`src/rtl/i2c_master_ctrl.sv`:
```
// Single-transaction I2C master: START, 7-bit address, R/W, ACK, one data byte, STOP.
// Optional I2C_MASTER_ACK_CHECK_EN: a NACKed address skips DATA and raises ack_err.
module i2c_master_ctrl #(
   parameter int CLK_DIV = 4
) (
   input  logic       clk,
   input  logic       reset,
   input  logic       start,
   input  logic       rw,
   input  logic [6:0] addr,
   input  logic [7:0] wdata,
   input  logic       sda_in,
   output logic       i2c_scl,
   output logic       i2c_sda,
   output logic       m_stop,
   output logic       busy,
   output logic       done,
   output logic [7:0] rdata,
   output logic       ack_err
);

   localparam int DW = (CLK_DIV > 2) ? $clog2(CLK_DIV) : 1;

   typedef enum logic [2:0] {
      IDLE  = 3'd0,
      START = 3'd1,
      ADDR  = 3'd2,
      RW    = 3'd3,
      ACK   = 3'd4,
      DATA  = 3'd5,
      STOP  = 3'd6
   } state_t;

   state_t        state, state_nxt;
   logic          half, half_nxt;      // 0 = scl-low half, 1 = scl-high half
   logic [2:0]    bit_idx, bit_nxt;
   logic [DW-1:0] div;
   logic          tick;
   logic          ack_fail;
   logic [6:0]    addr_q;
   logic          rw_q;
   logic [7:0]    wdata_q;
   logic [7:0]    shift_q;
   logic          last_half;

   assign tick      = (state != IDLE) && (div == DW'(CLK_DIV - 1));
   assign last_half = tick && half;

`ifdef I2C_MASTER_ACK_CHECK_EN
   logic nack_q;
   logic ack_err_q;
   assign ack_fail = ~sda_in;
   assign ack_err  = ack_err_q;
`else
   assign ack_fail = 1'b0;
   assign ack_err  = 1'b0;
`endif

   always_ff @(posedge clk) begin
      if (reset) begin
         state   <= IDLE;
         half    <= 1'b0;
         bit_idx <= 3'd0;
      end else begin
         state   <= state_nxt;
         half    <= half_nxt;
         bit_idx <= bit_nxt;
      end
   end

   always_comb begin
      state_nxt = state;
      half_nxt  = half;
      bit_nxt   = bit_idx;
      i2c_scl   = 1'b1;
      i2c_sda   = 1'b1;
      m_stop    = 1'b0;
      busy      = 1'b1;
      case (state)
         IDLE: begin
            busy = 1'b0;
            if (start) begin
               state_nxt = START;
               half_nxt  = 1'b0;
            end
         end
         START: begin
            i2c_sda = 1'b0;
            if (tick) begin
               state_nxt = ADDR;
               half_nxt  = 1'b0;
               bit_nxt   = 3'd6;
            end
         end
         ADDR: begin
            i2c_scl = half;
            i2c_sda = addr_q[bit_idx];
            if (tick) begin
               half_nxt = ~half;
               if (half) begin
                  if (bit_idx == 3'd0) state_nxt = RW;
                  else                 bit_nxt   = bit_idx - 3'd1;
               end
            end
         end
         RW: begin
            i2c_scl = half;
            i2c_sda = rw_q;
            if (tick) begin
               half_nxt = ~half;
               if (half) state_nxt = ACK;
            end
         end
         ACK: begin
            i2c_scl = half;
            if (tick) begin
               half_nxt = ~half;
               if (half) begin
                  state_nxt = ack_fail ? STOP : DATA;
                  bit_nxt   = 3'd7;
               end
            end
         end
         DATA: begin
            i2c_scl = half;
            i2c_sda = rw_q ? 1'b1 : wdata_q[bit_idx];
            if (tick) begin
               half_nxt = ~half;
               if (half) begin
                  if (bit_idx == 3'd0) state_nxt = STOP;
                  else                 bit_nxt   = bit_idx - 3'd1;
               end
            end
         end
         STOP: begin
            i2c_scl = half;
            i2c_sda = 1'b0;
            m_stop  = half;
            if (tick) begin
               half_nxt = ~half;
               if (half) state_nxt = IDLE;
            end
         end
         default: begin
            state_nxt = IDLE;
            half_nxt  = 1'b0;
         end
      endcase
   end

   always_ff @(posedge clk) begin
      if (reset) begin
         div     <= '0;
         done    <= 1'b0;
         rdata   <= 8'h00;
         addr_q  <= 7'h00;
         rw_q    <= 1'b0;
         wdata_q <= 8'h00;
         shift_q <= 8'h00;
`ifdef I2C_MASTER_ACK_CHECK_EN
         nack_q    <= 1'b0;
         ack_err_q <= 1'b0;
`endif
      end else begin
         done <= 1'b0;
         if (state == IDLE) begin
            div <= '0;
            if (start) begin
               addr_q  <= addr;
               rw_q    <= rw;
               wdata_q <= wdata;
            end
         end else begin
            div <= tick ? '0 : div + DW'(1);
         end

         if (last_half && state == DATA && rw_q)
            shift_q <= {shift_q[6:0], sda_in};

`ifdef I2C_MASTER_ACK_CHECK_EN
         if (last_half && state == ACK)
            nack_q <= ~sda_in;
         if (last_half && state == STOP) begin
            done      <= 1'b1;
            ack_err_q <= nack_q;
            if (rw_q && !nack_q) rdata <= shift_q;
         end
`else
         if (last_half && state == STOP) begin
            done <= 1'b1;
            if (rw_q) rdata <= shift_q;
         end
`endif
      end
   end

endmodule

```
`config.mk`:
```
export PLATFORM = sky130hd
export DESIGN_NAME = i2c_master_ctrl
export DESIGN_NICKNAME = d
export VERILOG_FILES = /design/src/rtl/i2c_master_ctrl.sv
export SDC_FILE = /design/constraint.sdc
export NUM_CORES = 1
export LEC_CHECK = 0
export CAP_MARGIN = 0
export CORE_ASPECT_RATIO = 0.75
export CORE_MARGIN = 2
export CORE_UTILIZATION = 56
export CTS_CLUSTER_DIAMETER = 100
export DETAILED_ROUTE_END_ITERATION = 16
export PLACE_DENSITY_LB_ADDON = 0.12
export SYNTH_ARGS = -nofsm -noshare
export SYNTH_HDL_FRONTEND = slang
export SYNTH_SLANG_ARGS = --single-unit
```
`constraint.sdc`:
```
create_clock -name clk -period 4.4 [get_ports clk]
set_input_delay 1.1 -clock clk [delete_from_list [all_inputs] [get_ports clk]]
set_output_delay 1.1 -clock clk [all_outputs]
set_load 0.05 [all_outputs]
```
==> impl_metrics.csv, run 1 <==
group,metric,value,unit
status,status,"finished clean",
route,wl_met2,1.71,mm
hold_path,hp-class,"flop to flop",
placement,post-place-ws,1.03,ns
sta,fin_crit_sh,83.5,%
worst_setup_path,crit_start,"bit_idx[0]$_SDFFE_PP0P_",
route,post_drt_wl_per_cell,14.0,um
synthesis,synthTopCellsByArea,"dfxtp_1 (42%), mux2i_1 (8.5%), nand2_1 (7.5%)",
synthesis,yosys.area.top_type,"dfxtp_1",
worst_setup_path,crit_buf_inv,1,
sta,tightest_slew,0.692,ns
clock_network,clk_latency,0.29,ns
worst_setup_path,start_kind,"flop",
sta,rsz0062_at_grt,"no",
placement,io_buffers,32,
synthesis,synth.distinct_cells,47,
worst_setup_path,r2r_cells,4,
worst_setup_path,slowest_stage,"clkdlybuf4s50_1",
synthesis,avgSynthCellArea,8.94,um2
synthesis,ys_ff_latch,42,
clock_network,tritoncts,"done",
route,wl_met1,2.08,mm
clock_network,ctsResizeCount,0,
floorplan,io_pins,34,
power_and_ir_drop,powerDensity,337,nW/um2
final_layout,final_util,70.4,%
clock_network,cts_root_buffer,"clkbuf_8",
synthesis,synth_top_area_share,42.0,%
worst_setup_path,cp.required,3.30,ns
hold_path,holdCritStartpoint,"div[0]$_SDFF_PP0_",
synthesis,yosys_warnings,0,
clock_network,clock-sinks,42,
route,wl,4.00,mm
final_layout,nNetsFinal,268,
placement,hpwlAfterDp,2.86,mm
floorplan,die_w,73.0,um
global_route,antenna_found_initial,0,
global_route,grt_pass1_wl,6.87,mm
route,first_pass_iters,4,
final_layout,antenna_cells,0,
floorplan,initial_core_util,59.7,%
synthesis,synthArstFlopShare,0,%
route,vias_per_cell,5.60,
floorplan,core,3360,um2
global_route,grt_start_max_net_pins,27,
worst_setup_path,crit_end,"i2c_sda",
synthesis,synth_cells,224,
worst_setup_path,cp_top_family,"buffers and inverters",
route,vias,1602,
synthesis,synthesis.nets,247,
flow_run,cap_violations,0,
sta,relSlewSlack,53.7,%
clock_network,postCtsHoldBufs,0,
sta,setup_slack,0.725,ns
route,met3WireLength,152,um
synthesis,synth_flop_cell,"dfxtp_1",
floorplan,die_y,55.8,um
route,drc,0,
sta,fmax,0.272,GHz
sta,finalHoldViolCount,0,
route,antenna_left,0,
floorplan,placementRows,18,
clock_network,path_clk_slew,0.08,ns
synthesis,yosysMostFrequentCell,"dfxtp_1",
worst_setup_path,r2r_slack,2.38,ns
clock_network,cts_inserted_buffers,5,
global_route,grt_pass1_vias,1452,
sta,maxSlewViolCount,0,
clock_network,htreeDepth,2,
final_layout,final_area,2360,um2
sta,setup_viol,0,
final_layout,areaGrowthSynthToFinish,18.1,%
synthesis,synth_area,2000,um2
route,top_layer_used,"met4",
global_route,grt-ovfl-total,0,
worst_setup_path,crit_path_max_incr_delay,0.73,ns
sta,post-route-min-period,3.68,ns
placement,place_congestion,0.799,
sta,fin_skew,0.00204,ns
worst_setup_path,path_max_fanout,6,
clock_network,post_cts_buffers,0,
worst_setup_path,crit_chain,"mux4_2 > or3_1 > o311ai_1 > o2111ai_1 > clkdlybuf4s50_1",
synthesis,ys_seq_area_share,42.0,%
power_and_ir_drop,leakage,0.835,nW
synthesis,synth_edf_count,0,
placement,postPlaceCellArea,2280,um2
synthesis,yosys-top-cells-count,"dfxtp_1 (42), nand2_1 (40), nor2_1 (23)",
power_and_ir_drop,vdd_drop_max,226,uV
clock_network,clk_path_buf_depth,2,
final_layout,drive_above_1_share,8.54,%
worst_setup_path,crit_path_end_kind,"primary output",
worst_setup_path,cp.depth,5,
floorplan,die-area,4070,um2
worst_setup_path,cp.arrival,2.58,ns
worst_setup_path,critPathKind,"flop to primary output",
global_route,gr-usage-all-layers,21.4,%
worst_setup_path,rr_endpoint,"shift_q[0]$_SDFFE_PP0P_",
worst_setup_path,rr_startpoint,"state[2]$_SDFFE_PP0P_",
route,drt_iter0_drc,171,
sta,setup_tns,0,ns
==> flip-flops by register name, indices dropped and copies added (netlist names) <==
name / cells
rdata: 8
shift_q: 8
wdata_q: 8
addr_q: 7
bit_idx: 3
state: 3
div: 2
done: 1
half: 1
rw_q: 1
==> metrics by stage <==
stage               cells  hold slack (ns)  power (mW)
finish                286            0.449       0.796
global route          286            0.464       0.832
CTS                   286            0.451       0.801
detailed placement    278            0.440       0.563
global placement      278            0.421       0.560
floorplan             224            0.407       0.522
==> power by group <==
| part | internal, mW | total, mW | switching, mW |
|---|---|---|---|
| sequential | 0.398 | 0.420 | 0.0220 |
| combinational | 0.0569 | 0.134 | 0.0775 |
| clock | 0.112 | 0.242 | 0.130 |
==> placed cells by master, fill, tap and decap left out, types with 2 or more instances in the layout <==
master           synthesis  routed
inv_1                    7       7
ha_1                     3       3
o211ai_1                 4       4
mux2i_1                 17      17
clkdlybuf4s50_1          0      32
o22ai_1                  2       2
nor2b_1                  3       3
and2_1                   3       3
nand2_1                 40      40
o21ai_0                  2       2
nand3b_1                 3       3
and3_1                   3       3
clkbuf_8                 0       5
nor2_1                  23      23
or2_4                    2       2
a31oi_1                  3       3
a221oi_2                 2       2
dfxtp_1                 42      42
mux4_2                   3       3
a21oi_1                 18      18
==> area by class of cell <==
class                   instances  area (um2)
clock buffers                   6        72.6
clock inverters                 2        13.8
fillers                       279         992
inverters                       7        26.3
multi-input cells             156        1030
flip-flops and latches         42         841
well taps                      40        50.0
repair buffers                 33         328
==> worst min path at each step <==
stage	end	cells after the start	slack (ns)
global route	div[0]$_SDFF_PP0_	1	0.46
finish	div[0]$_SDFF_PP0_	1	0.45
floorplan	div[0]$_SDFF_PP0_	1	0.41
CTS	div[0]$_SDFF_PP0_	1	0.45
detailed placement	div[0]$_SDFF_PP0_	1	0.44
global placement	div[0]$_SDFF_PP0_	1	0.42
==> per-layer routing <==
layer,track usage [%],up-vias
met5,0,-
met4,6.61,0
met3,4.35,7
met2,29.7,31
met1,32.7,747
li1,-,817
==> logic make-up (layout without fill, tap and decap cells) <==
kind of cell	Yosys count	in the layout	share of synthesized area [%]
DFF	42	42	42.0
and+or+nand+nor	89	89	22.2
muxes	22	22	13.0
other	1	1	0.187
adders and majority gates	3	3	1.88
buffers and inverters	26	48	6.44
AOI/OAI and AO/OA	41	41	14.3
Note: power is estimated with default switching activity, not from simulation.
==> run 2, diff against run 1 <==
CORE_UTILIZATION = 52   (was 56)
clock period = 3.6 ns   (was 4.4 ns; I/O delays follow)
==> run 2 against run 1 <==
Compared with the run above: register-to-register slack worse by 0.74 ns; wire length is 0.88% higher; sequential share of layout area is 0.59 points lower; first-iteration DRC count is 35% lower; core utilization is 5.2 points lower; worst hold slack worse by 0.015 ns; power is 23% higher; clock power is 22% higher; non-clock buffer count is 3 higher; combinational power is 37% higher.
==> impl_metrics.csv, run 2 (synthesis results as in run 1) <==
group,metric,value,unit
final_layout,stdcell_count,301,
power_and_ir_drop,combPwrFrac,18.8,%
floorplan,die-area,4370,um2
final_layout,antenna_cells,0,
route,drt_iter0_drc,112,
worst_setup_path,slowest_stage,"mux4_2",
global_route,grt_pass1_wl,6.83,mm
final_layout,reg_top3,"rdata: 8 flops, shift_q: 8 flops, wdata_q: 8 flops",
sta,fin_crit_sh,86.0,%
power_and_ir_drop,power_frac_clock,30.2,%
placement,post-place-ws,0.422,ns
worst_setup_path,crit_path_max_incr_delay,0.52,ns
floorplan,initial_core_util,54.3,%
clock_network,cts_root_buffer,"clkbuf_8",
clock_network,cts_inserted_buffers,5,
power_and_ir_drop,leakage,0.856,nW
worst_setup_path,crit_buf_inv,1,
worst_setup_path,rr_endpoint,"shift_q[6]$_SDFFE_PP0P_",
power_and_ir_drop,internal_power,0.696,mW
worst_setup_path,crit_path_end_kind,"primary output",
placement,io_buffers,32,
worst_setup_path,cp.arrival,2.20,ns
floorplan,die_w,75.6,um
placement,dp.cells,293,
power_and_ir_drop,switching_share,28.9,%
final_layout,final_util,65.2,%
clock_network,tritoncts,"done",
power_and_ir_drop,vdd_drop_max,283,uV
sta,fin_skew,0.00498,ns
sta,maxSlewViolCount,0,
final_layout,final_cell_mix,"dfxtp_1 (42), nand2_1 (40), clkdlybuf4s50_1 (31)",
worst_setup_path,crit_chain,"mux4_2 > or3_1 > o311ai_1 > o2111ai_1 > dlymetal6s2s_1",
placement,hpwlAfterDp,2.81,mm
route,drc,0,
route,vias_per_cell,5.30,
clock_network,clock-sinks,42,
global_route,grt-ovfl-total,0,
clock_network,path_clk_slew,0.08,ns
status,status,"finished clean",
power_and_ir_drop,p_sw,0.283,mW
worst_setup_path,rr_startpoint,"div[0]$_SDFF_PP0_",
worst_setup_path,start_kind,"flop",
route,first_pass_iters,4,
worst_setup_path,r2r_slack,1.64,ns
clock_network,postCtsHoldBufs,0,
route,post_drt_wl_per_cell,13.4,um
floorplan,core,3680,um2
sta,post-route-min-period,3.10,ns
sta,tightest_slew,0.583,ns
sta,rsz0062_at_grt,"no",
clock_network,clk_latency,0.29,ns
final_layout,drive_above_1_share,9.64,%
floorplan,die_y,57.7,um
floorplan,io_pins,34,
power_and_ir_drop,finalPower,0.979,mW
power_and_ir_drop,p_seq_share,51.0,%
final_layout,nNetsFinal,271,
final_layout,areaGrowthSynthToFinish,20.1,%
worst_setup_path,cp_top_family,"multiplexers",
clock_network,post_cts_buffers,0,
final_layout,layout_commonest_cell,"dfxtp_1",
final_layout,final_area,2400,um2
sta,setup_viol,0,
global_route,antenna_found_initial,0,
sta,fmax,0.323,GHz
floorplan,placementRows,19,
sta,setup_slack,0.504,ns
global_route,grt_start_max_net_pins,31,
clock_network,htreeDepth,2,
worst_setup_path,cp.required,2.70,ns
worst_setup_path,critPathKind,"flop to primary output",
power_and_ir_drop,powerDensity,407,nW/um2
sta,relSlewSlack,61.1,%
worst_setup_path,crit_start,"bit_idx[0]$_SDFFE_PP0P_",
hold_path,hp-class,"flop to flop",
sta,whs,0.433,ns
worst_setup_path,crit_end,"i2c_sda",
clock_network,clk_path_buf_depth,2,
placement,postPlaceCellArea,2310,um2
route,antenna_left,0,
sta,finalHoldViolCount,0,
sta,setup_tns,0,ns
worst_setup_path,r2r_cells,5,
placement,place_congestion,0.833,
flow_run,cap_violations,0,
global_route,gr-usage-all-layers,20.6,%
route,vias,1596,
global_route,grt_pass1_vias,1507,
worst_setup_path,cp.depth,5,
route,wl,4.03,mm
worst_setup_path,path_max_fanout,6,
## run 2: cell types whose count changed in the layout (fill, tap and decap cells not counted), sizes merged
cell,before,now
clkdlybuf4s50,32,31
dlymetal6s2s,0,1
buf,1,4
## run 2: power by group through the flow
stage	Clock (mW)	Sequential [mW]	Combinational, mW
after global placement	0	0.510	0.182
after floorplan	0	0.508	0.130
after detailed placement	0	0.510	0.183
after CTS	0.304	0.499	0.184
final	0.295	0.499	0.184
after global routing	0.322	0.502	0.202
## run 2: worst min path at each step
stage / start / end / cells past startpoint / slack, ns
global placement: div[0]$_SDFF_PP0_ / div[0]$_SDFF_PP0_ / 1 / 0.42
finish: div[0]$_SDFF_PP0_ / div[0]$_SDFF_PP0_ / 1 / 0.43
global route: div[0]$_SDFF_PP0_ / div[0]$_SDFF_PP0_ / 1 / 0.47
floorplan: div[0]$_SDFF_PP0_ / div[0]$_SDFF_PP0_ / 1 / 0.41
CTS: div[0]$_SDFF_PP0_ / div[0]$_SDFF_PP0_ / 1 / 0.44
detailed placement: div[0]$_SDFF_PP0_ / div[0]$_SDFF_PP0_ / 1 / 0.43
## run 2: worst reg2reg max path: cells and delay by family, from the launching register on
family | cells | cell delay (ns)
AND/OR/NAND/NOR | 3 | 0.83
flip-flops | 1 | 0.34
adder cells (fa/ha/maj) | 1 | 0.41
multiplexers | 1 | 0.26
## run 2: metal layers
metal	global-route usage, %	vias up	wire length [um]
met5	0	-	0
met4	7.02	0	59
met3	6.09	6	205
met2	28.1	44	1640
met1	30.9	727	2120
li1	-	819	-
## run 2: area by class of cell
class	instances	area [um2]
clock inverter	2	13.8
sequential	42	841
clock buffer	6	72.6
multi-input combinational	156	1030
timing repair buffer	36	353
fill	315	1280
tap	52	65.1
inverter	7	26.3
## run 2: what timing repair did
item                       in CTS  in global routing
setup endpoints to repair       0                  1
hold endpoints to repair        0                  0
gates resized for setup         0                  1
==> edit 1: new RTL, config.mk and constraints of run 2 <==
Change the parameter `CLK_DIV` from 4 to 2.
--- a/src/rtl/i2c_master_ctrl.sv
+++ b/src/rtl/i2c_master_ctrl.sv
@@ -2,5 +2,5 @@
 // Optional I2C_MASTER_ACK_CHECK_EN: a NACKed address skips DATA and raises ack_err.
 module i2c_master_ctrl #(
-   parameter int CLK_DIV = 4
+   parameter int CLK_DIV = 2
 ) (
    input  logic       clk,
Formal check against the unedited RTL: not equivalent (Yosys sat finds a counterexample within 4 cycles, from zero or initial values and one cycle with reset high).
==> edit 1 against run 2 <==
Setup slack lost 0.30 ns; synthesized area shrank 2.4%; sequential cell count shrank 1; final area shrank 3.2%; routed wire length shrank 1.0%; sequential share of layout area grew 0.29 points; total power shrank 4.7%; critical endpoint unchanged.
==> edit 1: results (changes against run 2) <==
* Clk_lat worst skew at roughly 0.3 ns
* Post-Syn Nets at 244 (was 247)
* Max-Cap Viols at 0 (unchanged)
* Largest net degree at the start of global routing at 33 (was 31)
* Drt wl/cell at 13.5 µm (was 13.4 µm)
* Crit path arrival time at 2.49 ns (was 2.20 ns)
* Post-synth top cells: 42 x nand2_1, 41 x dfxtp_1, 23 x a21oi_1, 23 x nor2_1, 18 x mux2i_1 (was 42 x dfxtp_1, 40 x nand2_1, 23 x nor2_1, 18 x a21oi_1, 17 x mux2i_1)
* Vias in the first global route at 1569 (was 1507)
* H-Tree Level Count at 2 (unchanged)
* Port bufs at 32 (unchanged)
* CTS resizes at 0 (unchanged)
* Placed Area at 2240 µm² (was 2310 µm²)
* Leakage at 0.873 nW (was 0.856 nW)
* Post-synth ARST share at 0 (unchanged)
* Max clock buf depth at 2 (unchanged)
* Crit path max fanout at 7 (was 6)
* Ys flop type: dfxtp_1 (unchanged)
* YS warnings at 0 (unchanged)
* HPWL after detailed placement at 2760 µm (was 2810 µm)
* Starting DRT DRC Count at 94 (was 112)
* First-pass GRT wire length at 7220 µm (was 6830 µm)
* Synth area leaders: dfxtp_1 42%, mux2i_1 9.2%, nand2_1 8.1% (was dfxtp_1 42%, mux2i_1 8.5%, nand2_1 7.5%)
* Worst-path clk slew at 0.08 ns (about the same)
* Initial antenna violation count at 0 (unchanged)
* Diode count at 0 (unchanged)
* DR pass1 iterations at 4 (unchanged)
* Top Registers: rdata (8), shift_q (8), wdata_q (8) (unchanged)
* Hold Crit Class: register to register (unchanged)
* Setup Skew at 0.00688 ns (was 0.00498 ns)
* CTS buffer count at 5 (unchanged)
* Slowest CP cell: clkdlybuf4s50_1 (was mux4_2)
* Tightest Pin Transition at 0.652 ns (was 0.583 ns)
* Layout cells sized above 1 at 0.0779 (was 0.0964)
* Post-synthesis sequential area ratio at 0.420 (about the same)
* P per Cell Area at 401 nW/µm² (was 407 nW/µm²)
* CTS root buffer: clkbuf_8 (unchanged)
* Netlist cell types at 44 (was 47)
* Placer Congestion at 0.777 (was 0.833)
* Layout fillers at 335 (was 315)
* Post-CTS Setup Bufs at 0 (unchanged)
* Vias per std cell at 5.25 (was 5.30)
* All-Layer GR Usage at 0.222 (was 0.206)
* Worst vdd ir at 0.000258 V (was 0.000283 V)
* Run status: finished, final reports clean (unchanged)
* Nets at 265 (was 271)
* CP peak stage delay at 0.70 ns (was 0.52 ns)
==> edit 1: cell types whose count changed after synthesis, moves of 3 or more <==
cell / delta
a21oi_1: +5
buf_2: -5
buf_4: +6
nand3b_1: -3
o21ai_0: +5
==> edit 1: cell type report <==
type,count,share of cell area
flip-flops and latches,41,0.353
inverters,6,0.00968
repair buffers,34,0.144
clock inverters,3,0.00914
well taps,52,0.0280
multi-input cells,155,0.427
clock buffers,5,0.0296
==> edit 1: routing by layer <==
layer	track usage	vias to the layer above	routed length, µm
li1	-	802	-
met2	0.296	27	1700
met4	0.102	0	40
met5	0	-	0
met3	0.0636	4	177
met1	0.329	721	2070
==> edit 1: logic make-up (layout without fill, tap and decap cells) <==
family,Yosys count,after routing,synth area share
fa+ha+maj,2,2,0.0128
simple gates,85,85,0.209
mux,23,23,0.138
other cells,1,1,0.00192
compound gates,44,44,0.147
flops,41,41,0.420
buf+inv,26,48,0.0711
==> edit 1: final timing paths <==
kind                                  from         end  slack, ns  depth (start not counted)
worst max-delay path            bit_idx[0]     i2c_sda       0.21                          5
worst min-delay path             addr_q[6]   addr_q[6]       0.46                          2
worst max register to register  bit_idx[0]  bit_idx[0]       1.63                          6
worst min register to register   addr_q[6]   addr_q[6]       0.46                          2
==> edit 1: where the power goes <==
group          internal, W  switching, W  total (W)
logic            0.0000598     0.0000719   0.000132
registers         0.000470     0.0000232   0.000493
clock network     0.000138      0.000170   0.000308
total             0.000667      0.000266   0.000933
==> edit 1: metrics by stage <==
| stage | hold slack (ns) | std cells | setup WS, ns |
|---|---|---|---|
| 3_5_place_dp | 0.451 | 288 | 0.525 |
| 3_3_place_gp | 0.446 | 288 | 0.592 |
| 2_1_floorplan | 0.433 | 222 | 1.19 |
| 5_1_grt | 0.484 | 296 | 0.0921 |
| 4_1_cts | 0.462 | 296 | 0.190 |
| 6_report | 0.462 | 296 | 0.206 |
==> edit 1: worst max-delay path, delay by kind of cell (launching register included) <==
| kind | cells | cell delay (ns) |
|---|---|---|
| muxes | 2 | 0.69 |
| DFF | 1 | 0.49 |
| and+or+nand+nor | 1 | 0.09 |
| buffers and inverters | 1 | 0.70 |
| AOI/OAI and AO/OA | 1 | 0.23 |
==> edit 2: new RTL, flow settings as in run 2 <==
Made on the original files. Re-encode `state_t` (7 states) as one-hot, 7 bits wide.
--- a/src/rtl/i2c_master_ctrl.sv
+++ b/src/rtl/i2c_master_ctrl.sv
@@ -22,12 +22,12 @@
    localparam int DW = (CLK_DIV > 2) ? $clog2(CLK_DIV) : 1;
 
-   typedef enum logic [2:0] {
-      IDLE  = 3'd0,
-      START = 3'd1,
-      ADDR  = 3'd2,
-      RW    = 3'd3,
-      ACK   = 3'd4,
-      DATA  = 3'd5,
-      STOP  = 3'd6
+   typedef enum logic [6:0] {
+      IDLE  = 7'b0000001,
+      START = 7'b0000010,
+      ADDR  = 7'b0000100,
+      RW    = 7'b0001000,
+      ACK   = 7'b0010000,
+      DATA  = 7'b0100000,
+      STOP  = 7'b1000000
    } state_t;
 
Formal check against the unedited RTL: same outputs for any inputs over 10 cycles, from zero or initial values and one cycle with reset high; not proved beyond that.
==> edit 2 against run 2 <==
Setup slack got worse by 0.38 ns; first-iteration DRC count down 6.3%; synthesized cell count up 6.3%; routed wire length up 13%; final area rose by 13%; clock skew is 0.0050 ns higher; synthesized area increased by 11%; total power is 8.5% higher; sequential cell count increased by 4; highest routed layer unchanged.
==> edit 2: results (changes against run 2) <==
* Run status: finished, final reports clean (unchanged)
* Largest net degree at the start of global routing at 26 (was 31)
* Pre-CTS setup slack at 0.405 ns (was 0.422 ns)
* HPWL after detailed placement at 3290 µm (was 2810 µm)
* Netlist cell types at 53 (was 47)
* First-pass GRT wire length at 7670 µm (was 6830 µm)
* Yosys top cell by area: dfxtp_1 (unchanged)
* Multi-input comb cells at 170 (was 156)
* Starting DRT DRC Count at 105 (was 112)
* Worst vdd ir at 0.000342 V (was 0.000283 V)
* Clock buf/inv share at 0.0415 (was 0.0359)
* Diode count at 0 (unchanged)
* Via count at 1831 (was 1596)
* Placed Area at 2600 µm² (was 2310 µm²)
* Inverter count at 6 (was 7)
* Reg-to-reg setup timing slack at 1.15 ns (was 1.64 ns)
* Setup Skew at 0.0100 ns (was 0.00498 ns)
* Final setup vio count at 0 (unchanged)
* Non-clock buffer total of the final layout at 38 (was 36)
* Die X-Extent at 79.6 µm (was 75.6 µm)
* Drt wl/cell at 14.1 µm (was 13.4 µm)
* Synth area leaders: dfxtp_1 41%, mux2i_1 15%, nor2_1 6.7% (was dfxtp_1 42%, mux2i_1 8.5%, nand2_1 7.5%)
* RR Startpoint: state[6] (was div[0])
* Hold Crit Class: register to register (unchanged)
* Placer Congestion at 0.922 (was 0.833)
* Post-Syn Nets at 261 (was 247)
* Worst reg2reg path endpoint: shift_q[4] (was shift_q[6])
* Crit path arrival time at 2.58 ns (was 2.20 ns)
* Worst Hold Path EP: div[0] (unchanged)
* Clock buffer count at 5 (was 6)
* Fraction of area in multi-input gates at 0.446 (was 0.429)
* Hold depth at 1 (unchanged)
* Post-synthesis sequential area ratio at 0.413 (was 0.420)
* Fin Hold WS at 0.437 ns (was 0.433 ns)
* DR pass1 iterations at 4 (unchanged)
* Clock sinks at 46 (was 42)
* CP peak stage delay at 0.72 ns (was 0.52 ns)
* Layout fillers at 326 (was 315)
* Post-synth top cells: 46 x dfxtp_1, 40 x nor2_1, 33 x mux2i_1 (was 42 x dfxtp_1, 40 x nand2_1, 23 x nor2_1, 18 x a21oi_1, 17 x mux2i_1)
* Critical path type: register to primary output (unchanged)
* Vias in the first global route at 1637 (was 1507)
* All-Layer GR Usage at 0.203 (was 0.206)
* Seq/total area at 0.339 (was 0.350)
* Leakage at 1.08 nW (was 0.856 nW)
* Layout cells sized above 1 at 0.101 (was 0.0964)
* Slowest CP cell: clkdlybuf4s50_1 (was mux4_2)
* Worst reg2reg path depth at 5 (unchanged)
* Tightest Pin Transition at 1.04 ns (was 0.583 ns)
* Nets at 290 (was 271)
* Port bufs at 32 (unchanged)
* Signal buffers share of area at 0.139 (was 0.147)
* Worst-path clk slew at ~0.09 ns
* Crit path max fanout at 11 (was 6)
* H-Tree Level Count at 2 (unchanged)
[edit 2: cell types whose count changed after synthesis, sizes merged, moves of 8 or more]
cell   before  now
a21oi      18    6
nor2       23   40
nand2      41   10
nor3        2   10
mux2i      17   33
[edit 2: metal layers]
layer	vias up	global-route usage	part of all wire
li1	913	-	-
met2	57	0.330	0.44
met4	0	0.0443	0.0040
met3	2	0.0461	0.070
met1	859	0.282	0.48
met5	-	0	0
[edit 2: logic make-up (layout without fill, tap and decap cells)]
kind of cell / Yosys count / count (layout) / synth area share
and+or+nand+nor: 88 / 88 / 0.201
DFF: 46 / 46 / 0.413
AOI/OAI and AO/OA: 38 / 38 / 0.128
muxes: 37 / 37 / 0.184
buffers and inverters: 22 / 52 / 0.0438
adders and majority gates: 3 / 3 / 0.0168
xor gates and xnor gates: 3 / 3 / 0.0118
other: 1 / 1 / 0.00168
[edit 2: power breakdown]
group,total (W),internal (W),switching [W]
sequential,0.000541,0.000527,0.0000136
combinational,0.000139,0.0000673,0.0000716
clock,0.000382,0.000208,0.000174
[edit 2: worst max-delay path by stage]
stage	end	slack (ns)	depth (start not counted)
2_1_floorplan	i2c_sda	0.49	4
3_3_place_gp	i2c_scl	0.44	5
3_5_place_dp	i2c_scl	0.40	5
4_1_cts	i2c_scl	0.07	5
5_1_grt	busy	0.004	4
6_report	busy	0.12	4
[edit 2: through the flow]
stage,utilization,instances
after detailed placement,0.637,315
after global placement,0.637,315
after global routing,0.665,323
final,0.665,323
after floorplan,-,238
after CTS,0.665,323
[edit 2: critical path: cells and delay by family (launching register included)]
kind          cells  cell delay [ns]
flops             1             0.40
buf+inv           2             0.87
simple gates      2             1.02
[edit 2: timing repair]
action                                 4_1_cts  5_1_grt
setup endpoints to repair                    0        1
endpoints found under the hold margin        0        0
resized for setup                            0        1
